$ cat src/rtl/clint_multi.sv
// Core-local interruptor for NHART harts behind an AXI4-Lite slave port.
// Holds a shared prescaled 64-bit mtime and a per-hart mtimecmp and msip.
// Raises time_intr[h] when mtime >= mtimecmp[h] and soft_intr[h] from msip[h].
module clint_multi #(
  parameter int NHART    = 1,
  parameter int TICK_DIV = 1
) (
  input  logic              clk,
  input  logic              rst,
  input  logic [31:0]       axi_araddr,
  input  logic              axi_arvalid,
  output logic              axi_arready,
  input  logic [2:0]        axi_arprot,
  output logic [31:0]       axi_rdata,
  output logic [1:0]        axi_rresp,
  output logic              axi_rvalid,
  input  logic              axi_rready,
  input  logic [31:0]       axi_awaddr,
  input  logic              axi_awvalid,
  output logic              axi_awready,
  input  logic [2:0]        axi_awprot,
  input  logic [31:0]       axi_wdata,
  input  logic [3:0]        axi_wstrb,
  input  logic              axi_wvalid,
  output logic              axi_wready,
  output logic [1:0]        axi_bresp,
  output logic              axi_bvalid,
  input  logic              axi_bready,
  output logic [63:0]       mtime,
  output logic [NHART-1:0]  time_intr,
  output logic [NHART-1:0]  soft_intr
);

  localparam int HW = (NHART > 1) ? $clog2(NHART) : 1;
  localparam int PW = (TICK_DIV > 1) ? $clog2(TICK_DIV) : 1;
  localparam logic [1:0] RESP_OKAY   = 2'b00;
  localparam logic [1:0] RESP_SLVERR = 2'b10;

  typedef enum logic [2:0] {
    REG_MSIP, REG_CMP_LO, REG_CMP_HI, REG_MTIME_LO, REG_MTIME_HI, REG_ERR
  } reg_sel_e;

  typedef struct packed {
    reg_sel_e        sel;
    logic [HW-1:0]   hart;
  } reg_dec_t;

  // Map a 16-bit offset to a register and hart; anything unmapped or misaligned is an error.
  function automatic reg_dec_t decode(input logic [15:0] addr);
    reg_dec_t    dec;
    logic [11:0] msip_idx;
    logic [10:0] cmp_idx;
    msip_idx = addr[13:2];
    cmp_idx  = addr[13:3];
    dec.sel  = REG_ERR;
    dec.hart = '0;
    if (addr[1:0] == 2'b00) begin
      if (addr == 16'hBFF8) begin
        dec.sel = REG_MTIME_LO;
      end else if (addr == 16'hBFFC) begin
        dec.sel = REG_MTIME_HI;
      end else if (addr[15:14] == 2'b00 && msip_idx < 12'(NHART)) begin
        dec.sel  = REG_MSIP;
        dec.hart = HW'(msip_idx);
      end else if (addr[15:14] == 2'b01 && cmp_idx < 11'(NHART)) begin
        dec.sel  = addr[2] ? REG_CMP_HI : REG_CMP_LO;
        dec.hart = HW'(cmp_idx);
      end
    end
    return dec;
  endfunction

  // Replace only the bytes whose strobe is set.
  function automatic logic [31:0] merge_bytes(input logic [31:0] old_val,
                                              input logic [31:0] new_val,
                                              input logic [3:0]  strb);
    logic [31:0] res;
    res = old_val;
    for (int b = 0; b < 4; b++) begin
      if (strb[b]) res[8*b +: 8] = new_val[8*b +: 8];
    end
    return res;
  endfunction

  logic [63:0]      mtime_q, mtime_d;
  logic [PW-1:0]    presc_q, presc_d;
  logic [NHART-1:0] msip_q;
  logic [63:0]      mtimecmp_q [NHART];
  logic             rvalid_q, bvalid_q;
  logic [31:0]      rdata_q, rd_val;
  logic [1:0]       rresp_q, bresp_q;
  reg_dec_t         rd_dec, wr_dec;
  logic             rd_fire, wr_fire, wr_ok, mtime_wr;
  logic             unused_inputs;

  assign rd_dec   = decode(axi_araddr[15:0]);
  assign wr_dec   = decode(axi_awaddr[15:0]);
  // Only one read and one write may be outstanding; readiness is simply "no response pending".
  assign rd_fire  = axi_arvalid && !rvalid_q;
  assign wr_fire  = axi_awvalid && axi_wvalid && !bvalid_q;
  assign wr_ok    = wr_fire && (wr_dec.sel != REG_ERR) && (axi_wstrb != 4'b0000);
  assign mtime_wr = wr_ok && (wr_dec.sel == REG_MTIME_LO || wr_dec.sel == REG_MTIME_HI);

  // Read data mux, sampled into rdata_q on the accept edge (pre-write values).
  always_comb begin
    // NOTE: every always_comb output gets a default first so no path leaves it unassigned (no latch).
    rd_val = '0;
    case (rd_dec.sel)
      REG_MSIP:     rd_val = {31'b0, msip_q[rd_dec.hart]};
      REG_CMP_LO:   rd_val = mtimecmp_q[rd_dec.hart][31:0];
      REG_CMP_HI:   rd_val = mtimecmp_q[rd_dec.hart][63:32];
      REG_MTIME_LO: rd_val = mtime_q[31:0];
      REG_MTIME_HI: rd_val = mtime_q[63:32];
      default:      rd_val = '0;
    endcase
  end

  // Next mtime/prescaler: a software write beats the tick and restarts the prescaler.
  always_comb begin
    mtime_d = mtime_q;
    presc_d = presc_q;
    if (mtime_wr) begin
      presc_d = '0;
      if (wr_dec.sel == REG_MTIME_LO) begin
        mtime_d[31:0]  = merge_bytes(mtime_q[31:0], axi_wdata, axi_wstrb);
      end else begin
        mtime_d[63:32] = merge_bytes(mtime_q[63:32], axi_wdata, axi_wstrb);
      end
    end else if (presc_q == PW'(TICK_DIV - 1)) begin
      presc_d = '0;
      mtime_d = mtime_q + 64'd1;
    end else begin
      presc_d = presc_q + PW'(1);
    end
  end

  // Timer state register.
  always_ff @(posedge clk) begin
    // NOTE: sequential state uses non-blocking assignments so all flops update together at the edge.
    if (rst) begin
      mtime_q <= '0;
      presc_q <= '0;
    end else begin
      mtime_q <= mtime_d;
      presc_q <= presc_d;
    end
  end

  // Per-hart msip and mtimecmp registers, written on a decoded write handshake.
  always_ff @(posedge clk) begin
    if (rst) begin
      msip_q <= '0;
      // NOTE: this small array is reset on purpose: all-ones compare values keep time_intr low out of reset.
      for (int h = 0; h < NHART; h++) mtimecmp_q[h] <= '1;
    end else if (wr_ok) begin
      case (wr_dec.sel)
        REG_MSIP:   if (axi_wstrb[0]) msip_q[wr_dec.hart] <= axi_wdata[0];
        REG_CMP_LO: mtimecmp_q[wr_dec.hart][31:0] <=
                      merge_bytes(mtimecmp_q[wr_dec.hart][31:0], axi_wdata, axi_wstrb);
        REG_CMP_HI: mtimecmp_q[wr_dec.hart][63:32] <=
                      merge_bytes(mtimecmp_q[wr_dec.hart][63:32], axi_wdata, axi_wstrb);
        default: ;
      endcase
    end
  end

  // AXI read and write response channels.
  always_ff @(posedge clk) begin
    if (rst) begin
      rvalid_q <= 1'b0;
      rdata_q  <= '0;
      rresp_q  <= RESP_OKAY;
      bvalid_q <= 1'b0;
      bresp_q  <= RESP_OKAY;
    end else begin
      if (rd_fire) begin
        rvalid_q <= 1'b1;
        rdata_q  <= rd_val;
        rresp_q  <= (rd_dec.sel == REG_ERR) ? RESP_SLVERR : RESP_OKAY;
      end else if (rvalid_q && axi_rready) begin
        rvalid_q <= 1'b0;
      end
      if (wr_fire) begin
        bvalid_q <= 1'b1;
        bresp_q  <= (wr_dec.sel == REG_ERR) ? RESP_SLVERR : RESP_OKAY;
      end else if (bvalid_q && axi_bready) begin
        bvalid_q <= 1'b0;
      end
    end
  end

  // Per-hart unsigned timer compare.
  always_comb begin
    time_intr = '0;
    for (int h = 0; h < NHART; h++) time_intr[h] = (mtime_q >= mtimecmp_q[h]);
  end

  assign axi_arready   = !rvalid_q;
  assign axi_awready   = !bvalid_q;
  assign axi_wready    = !bvalid_q;
  assign axi_rvalid    = rvalid_q;
  assign axi_rdata     = rdata_q;
  assign axi_rresp     = rresp_q;
  assign axi_bvalid    = bvalid_q;
  assign axi_bresp     = bresp_q;
  assign mtime         = mtime_q;
  assign soft_intr     = msip_q;
  assign unused_inputs = ^{axi_araddr[31:16], axi_awaddr[31:16], axi_arprot, axi_awprot};

endmodule

$ cat config.mk
export PLATFORM = sky130hd
export DESIGN_NAME = clint_multi
export DESIGN_NICKNAME = d
export VERILOG_FILES = /design/src/rtl/clint_multi.sv
export SDC_FILE = /design/constraint.sdc
export NUM_CORES = 1
export LEC_CHECK = 0
export BUFFER_PORTS_ARGS = -buffer_cell sky130_fd_sc_hd__buf_2
export CAP_MARGIN = 40
export CORE_MARGIN = 2
export CORE_UTILIZATION = 35
export CTS_CLUSTER_SIZE = 16
export DETAILED_ROUTE_END_ITERATION = 10
export GPL_TIMING_DRIVEN = 0
export SLEW_MARGIN = 20
export SYNTH_ARGS = -nofsm -noshare
export SYNTH_HDL_FRONTEND = slang
export SYNTH_SLANG_ARGS = --single-unit
$ cat constraint.sdc
create_clock -name clk -period 3.1 [get_ports clk]
set_input_delay 0.775 -clock clk [delete_from_list [all_inputs] [get_ports clk]]
set_output_delay 0.775 -clock clk [all_outputs]
set_load 0.02 [all_outputs]
# After elaboration in Yosys (flattened, before gate mapping)
# Memory sizes are Yosys's and may differ from the RTL's.
# Cells that the tools add are included.
# W data, S select, Z words.
[word_totals] word_cells=184 inputBits=113 ramBits=64 reg_bits=104 memories=1
[mem_list] name="mtimecmp_q" depth=1 word_bits=64 rd=2 rd_clocked_by_memory_dff=0 write_ports=1 line_no="88" rtl="logic [63:0] mtimecmp_q [NHART];"
[classes] bitwise_logic=1 reduce_logical=45 n_lt_le_gt_ge=8 mux=80 n_eq_ne=32 n_addsub=2
[op_table] operator="$mux W8" n=37
[op_table] operator="$mux W64" n=4
[op_table] operator="$pmux W32 S5" n=1
[op_table] operator="$reduce_or A64 Y1" n=2
[op_table] operator="$add A64 B1 Y64 const B" n=1
[op_table] operator="$eq A16 B16 Y1 const B" n=4
[op_table] operator="$ge A64 B64 Y1" n=1
[op_table] operator="$mux W32" n=2
[op_table] operator="$ne A4 B4 Y1 const B" n=8
[op_table] operator="$reduce_and A3 Y1" n=9
[op_table] operator="$lt A12 B1 Y1 const B" n=2
[op_table] operator="$mux W4" n=6
[op_table] operator="$lt A11 B1 Y1 const B" n=2
[op_table] operator="$mux W1" n=20
[op_table] operator="$reduce_and A2 Y1" n=8
[op_table] operator="$logic_and A1 B1 Y1" n=13
[op_table] operator="$eq A3 B2 Y1 const B" n=4
[op_table] operator="$eq A3 B3 Y1 const B" n=4
[op_table] operator="$mux W3" n=4
[op_table] operator="$ne A2 B2 Y1 const B" n=5
[op_table] operator="$logic_not A2 Y1" n=4
[op_table] operator="$mux W2" n=4
[op_table] operator="$eq A3 B1 Y1 const B" n=2
[op_table] operator="$logic_not A3 Y1" n=2
[op_table] operator="other kinds (14)" n=19

# Logic depth before layout (Yosys ltp)
[depth] depth_word=17 depth_mapped=9 mapped_depth_nobuf=8

# Worst setup path before layout
# OpenSTA, ideal clock, no wires.
[synth_timing] kind="input port to flip-flop" from="input axi_awaddr[0]" to="memory mtimecmp_q[0][56] (enable)" slack_ps=120 arrival_ps=2651 path_stages=9 setup_time_ps=329 required_time_ps=2771 path_cell_list="nand4bb_1 -> or4_1 -> buf_2 -> o21ai_1 -> nor3b_2 -> buf_2 -> buf_2 -> nand2_1 -> nand2_1"
[synth_between] elab_chain_cells=14
[synth_lines] item="from (decl)" line_no="18" rtl="input logic [31:0] axi_awaddr,"
[synth_lines] item="$eq A16 B16 Y1" line_no="60" rtl="end else if (addr == 16'hBFFC) begin"
[synth_lines] item="$mux W3" line_no="60"
[synth_lines] item="$mux W3" line_no="58" rtl="if (addr == 16'hBFF8) begin"
[synth_lines] item="$mux W4 *" line_no="57" rtl="if (addr[1:0] == 2'b00) begin"
[synth_lines] item="$ne A3 B3 Y1" line_no="101" rtl="assign wr_ok = wr_fire && (wr_dec.sel != REG_ERR) && (axi_wstrb != 4'b0000);"
[synth_lines] item="$logic_and A1 B1 Y1 (2 in series)" line_no="101"
[synth_lines] item="$mux W1" line_no="155" rtl="end else if (wr_ok) begin"
[synth_lines] item="$mux W1" line_no="151" rtl="if (rst) begin"
[synth_lines] item="$mux W1 (not written as such)" line_no="158" rtl="REG_CMP_LO: mtimecmp_q[wr_dec.hart][31:0] <="
[synth_lines] item="$reduce_and A2 Y1 (no line)"
[synth_lines] item="$reduce_or A64 Y1 (no line)"
[synth_lines] item="$mux W5 (no line)"
[synth_lines] item="$mux W8 (no line) *"
[synth_lines] item="to (decl)" line_no="88"
# Mark *: on every way between the ends. The rest lies on a longest branch, timed or not.

# Final worst setup path
[layout_timing] from="register mtime_q[15], in the netlist mtime[15]" to="output time_intr"
[layout_between] elab_chain_cells=1
[layout_lines] item="from (decl)" line_no="85" rtl="logic [63:0] mtime_q, mtime_d;"
[layout_lines] item="from (signal assigned)" line_no="144" rtl="mtime_q <= mtime_d;"
[layout_lines] item="$ge A64 B64 Y1" line_no="195" rtl="for (int h = 0; h < NHART; h++) time_intr[h] = (mtime_q >= mtimecmp_q[h]);"
[layout_lines] item="to (decl)" line_no="30" rtl="output logic [NHART-1:0] time_intr,"
# No other way between the ends.

==> flow_summary.ini <==
[synthesis]
synth_area_leaders = dfxtp_1 (19%), edfxtp_1 (18%), ha_1 (7.7%)
synth_most_common_cell = nand2_1
synth-seq-area-share_pct = 37.44
syn_inst = 1222
synth_top_cell_by_area = dfxtp_1
ys_warn_count = 0
synth.distinct_cells = 70
synth.top_cell.area_share_pct = 19.29
synth-edff-count = 64
netlist_area_mm2 = 0.01059
synth_seq_cells = 166
synth_flop_cell = dfxtp_1
synth_area_per_cell_um2 = 8.663
synthArstFlopShare_pct = 0
synth_common_cells = nand2_1 (126), dfxtp_1 (102), o21ai_0 (91), a21oi_1 (88), inv_1 (78)

[critical_path]
r2r_cells = 8
rr_endpoint = mtime[57]
worstPathArrival_ns = 2.66
r2r_start = mtime[8]
slowest_delay_ns = 0.50
cp.depth = 8
reg2reg_setup_slack_ns = 0.09
worstPathRequired_ns = 2.32
crit_path_cell_trace = ha_1 -> nand4_1 -> nor4_1 -> a311oi_2 -> a21oi_2 -> o21ai_2 -> nand3_2 -> buf_6
cp-end-kind = primary output
crit_family = compound AO/OA/AOI/OAI gates
critPathKind = flop to primary output
start_kind = flop
worst-path-buf-inv = 1
cpMaxStageDelayCell = dfxtp_1
path_max_fanout = 6

[finish]
drive_gt1_share_pct = 21.91
multi_input_area_mm2 = 0.006156
layout.nets = 1612
fin_cells = 1838
fill_cells = 2969
design_area_mm2 = 0.01288
fin_util_pct = 43.34
ff_latch_area_mm2 = 0.003994
area.growth.synth_to_final_pct = 21.65

[hold_path]
min_path_type = flop to flop
hold_path_end = axi_rdata[6]
hold_path.startpoint = axi_rdata[6]
hold_depth = 2

[floorplanning]
die_x_um = 177.9
coreArea_mm2 = 0.02972
rows = 63
fp.dieArea_mm2 = 0.03165
die_y_um = 177.9
initial_core_util_pct = 35.62
ios = 220

[cts]
cts_root_buf = clkbuf_16
cts_sinks = 166
tritoncts = built
hold_buffers = 0
cts.clk_slew.worst_paths_ns = 0.07
clk_latency_ns = 0.45
cts_max_level = 4
clk_path_buf_depth = 2
cts_inserted_buffers = 17

[grt]
grt_pass1_wl_mm = 66.67
grt-ovfl-total = 0
grt.total_usage_pct = 28.41
antenna_found_initial = 1
grt_max_degree = 17
grt_pass1_vias = 10620

[timing]
fin_hold_ws_ns = 0.4447
max_freq_ghz = 0.2910
fin_crit_sh_pct = 110.9
tightest_slew_ns = 0.8958
rsz0062_at_grt = yes
min_period_ns = 3.437
slew_viol_final = 0
clock_skew_ns = 0.01416
finalSetupViolations = 1
slew_headroom_pct = 40.28
fin_tns_setup_ns = -0.3367
hold_viol = 0
setup_ws_ns = -0.3367

[detailed_routing]
totalWireLength_mm = 45.51
vias = 11380
route.detailed.wl_per_inst_um = 24.76
drtPass1Iterations = 6
dr.first_iter.drc_count = 1313
drc_errors = 0
viasPerCell = 6.190
ant_nets = 0

[power]
finalPower_mw = 4.773
p_leak_nw = 5.407
peakVddDrop_mv = 0.3932
powerDensity_mw_per_mm2 = 370.6

[placed_design]
placed_area_mm2 = 0.01201
post-place-ws_ns = -0.7284
numPlacedInstances = 1796
post-dp-hpwl_mm = 34.32
gp_congestion = 0.9653
numPortBuffers = 176

[run_status]
status = finished, violations left
violations = setup timing

[run]
max-cap-violations = 0
worst min-delay path: stages, from the launching register on:
cell and delay, ns:
dfxtp_1 0.31, nand2_1 0.05, o21ai_1 0.05
placed cells by master, fill, tap and decap left out, types with 8 or more instances in the layout:
| master | n |
|---|---|
| nor2_1 | 44 |
| dfxtp_2 | 21 |
| a21oi_1 | 86 |
| buf_2 | 192 |
| a22o_1 | 32 |
| nand4_1 | 41 |
| clkbuf_16 | 17 |
| nand2_1 | 121 |
| nor4_1 | 17 |
| nand3_1 | 32 |
| nor3_1 | 20 |
| clkbuf_2 | 8 |
| a222oi_1 | 31 |
| dfxtp_1 | 80 |
| a211oi_1 | 29 |
| inv_1 | 77 |
| clkbuf_1 | 49 |
| o21ai_1 | 14 |
| o32ai_1 | 11 |
| ha_1 | 64 |
| o21ai_0 | 88 |
| edfxtp_1 | 64 |
| and4_1 | 8 |
| o22ai_1 | 9 |
| and3_1 | 19 |
| buf_4 | 20 |
| or3_1 | 8 |
| a21o_1 | 75 |
| o31a_1 | 10 |
power by group:
part | internal (mW) | leakage [nW] | switching (mW)
Clock | 1.11 | 0.269 | 1.00
Combinational | 0.0996 | 3.76 | 0.251
Sequential | 2.29 | 1.37 | 0.0208
worst max-delay path by stage:
stage,endpoint,startpoint,slack (ns)
detailed placement,mtimecmp_q[0][41],axi_wstrb[3],-0.73
global placement,axi_rdata[20],axi_araddr[15],-1.02
finish,time_intr,mtime[15],-0.34
CTS,time_intr,mtimecmp_q[0][0],-0.34
floorplan,mtimecmp_q[0][56],axi_awaddr[0],0.12
global route,time_intr,mtimecmp_q[0][52],-0.37
kinds of logic (layout without fill, tap and decap cells):
kind of cell	count (synthesis)	after routing	share of synthesized area, %
flops	166	166	37.44
mux	2	2	0.1891
simple gates	365	365	18.31
compound gates	460	460	30.06
other cells	1	4	0.03542
buf+inv	163	386	6.288
fa+ha+maj	65	65	7.682
per-layer routing:
layer | vias to the layer above | global-route usage, % | routed length [µm]
met5 | - | 0 | 0
met4 | 0 | 13.11 | 2073
met3 | 122 | 5.805 | 4493
met2 | 684 | 43.67 | 20020
met1 | 5438 | 38.19 | 18930
li1 | 5134 | - | -
registers in the layout, indices dropped and copies added, names as in the netlist:
signal / flops
axi_bresp: 1
axi_bvalid: 1
axi_rdata: 32
axi_rresp: 1
axi_rvalid: 1
mtime: 64
mtimecmp_q: 64
presc_q: 1
soft_intr: 1
area by class of cell:
class                      instances  share of cell area [%]
antenna                            1                 0.01943
multi-input combinational        895                   47.80
tap                              390                   3.789
timing repair buffer             191                   7.743
sequential                       166                   31.01
clock inverter                    14                   1.001
buffer                            84                   3.002
clock buffer                      18                   3.332
inverter                          79                   2.303
what timing repair did:
action | CTS | global route
setup endpoints to repair | 94 | 87
endpoints found under the hold margin | 0 | 0
pin swaps | 10 | 7
gates resized for setup | 35 | 45
setup buffers | 4 | 3
Note: power is estimated with default switching activity, not from simulation.
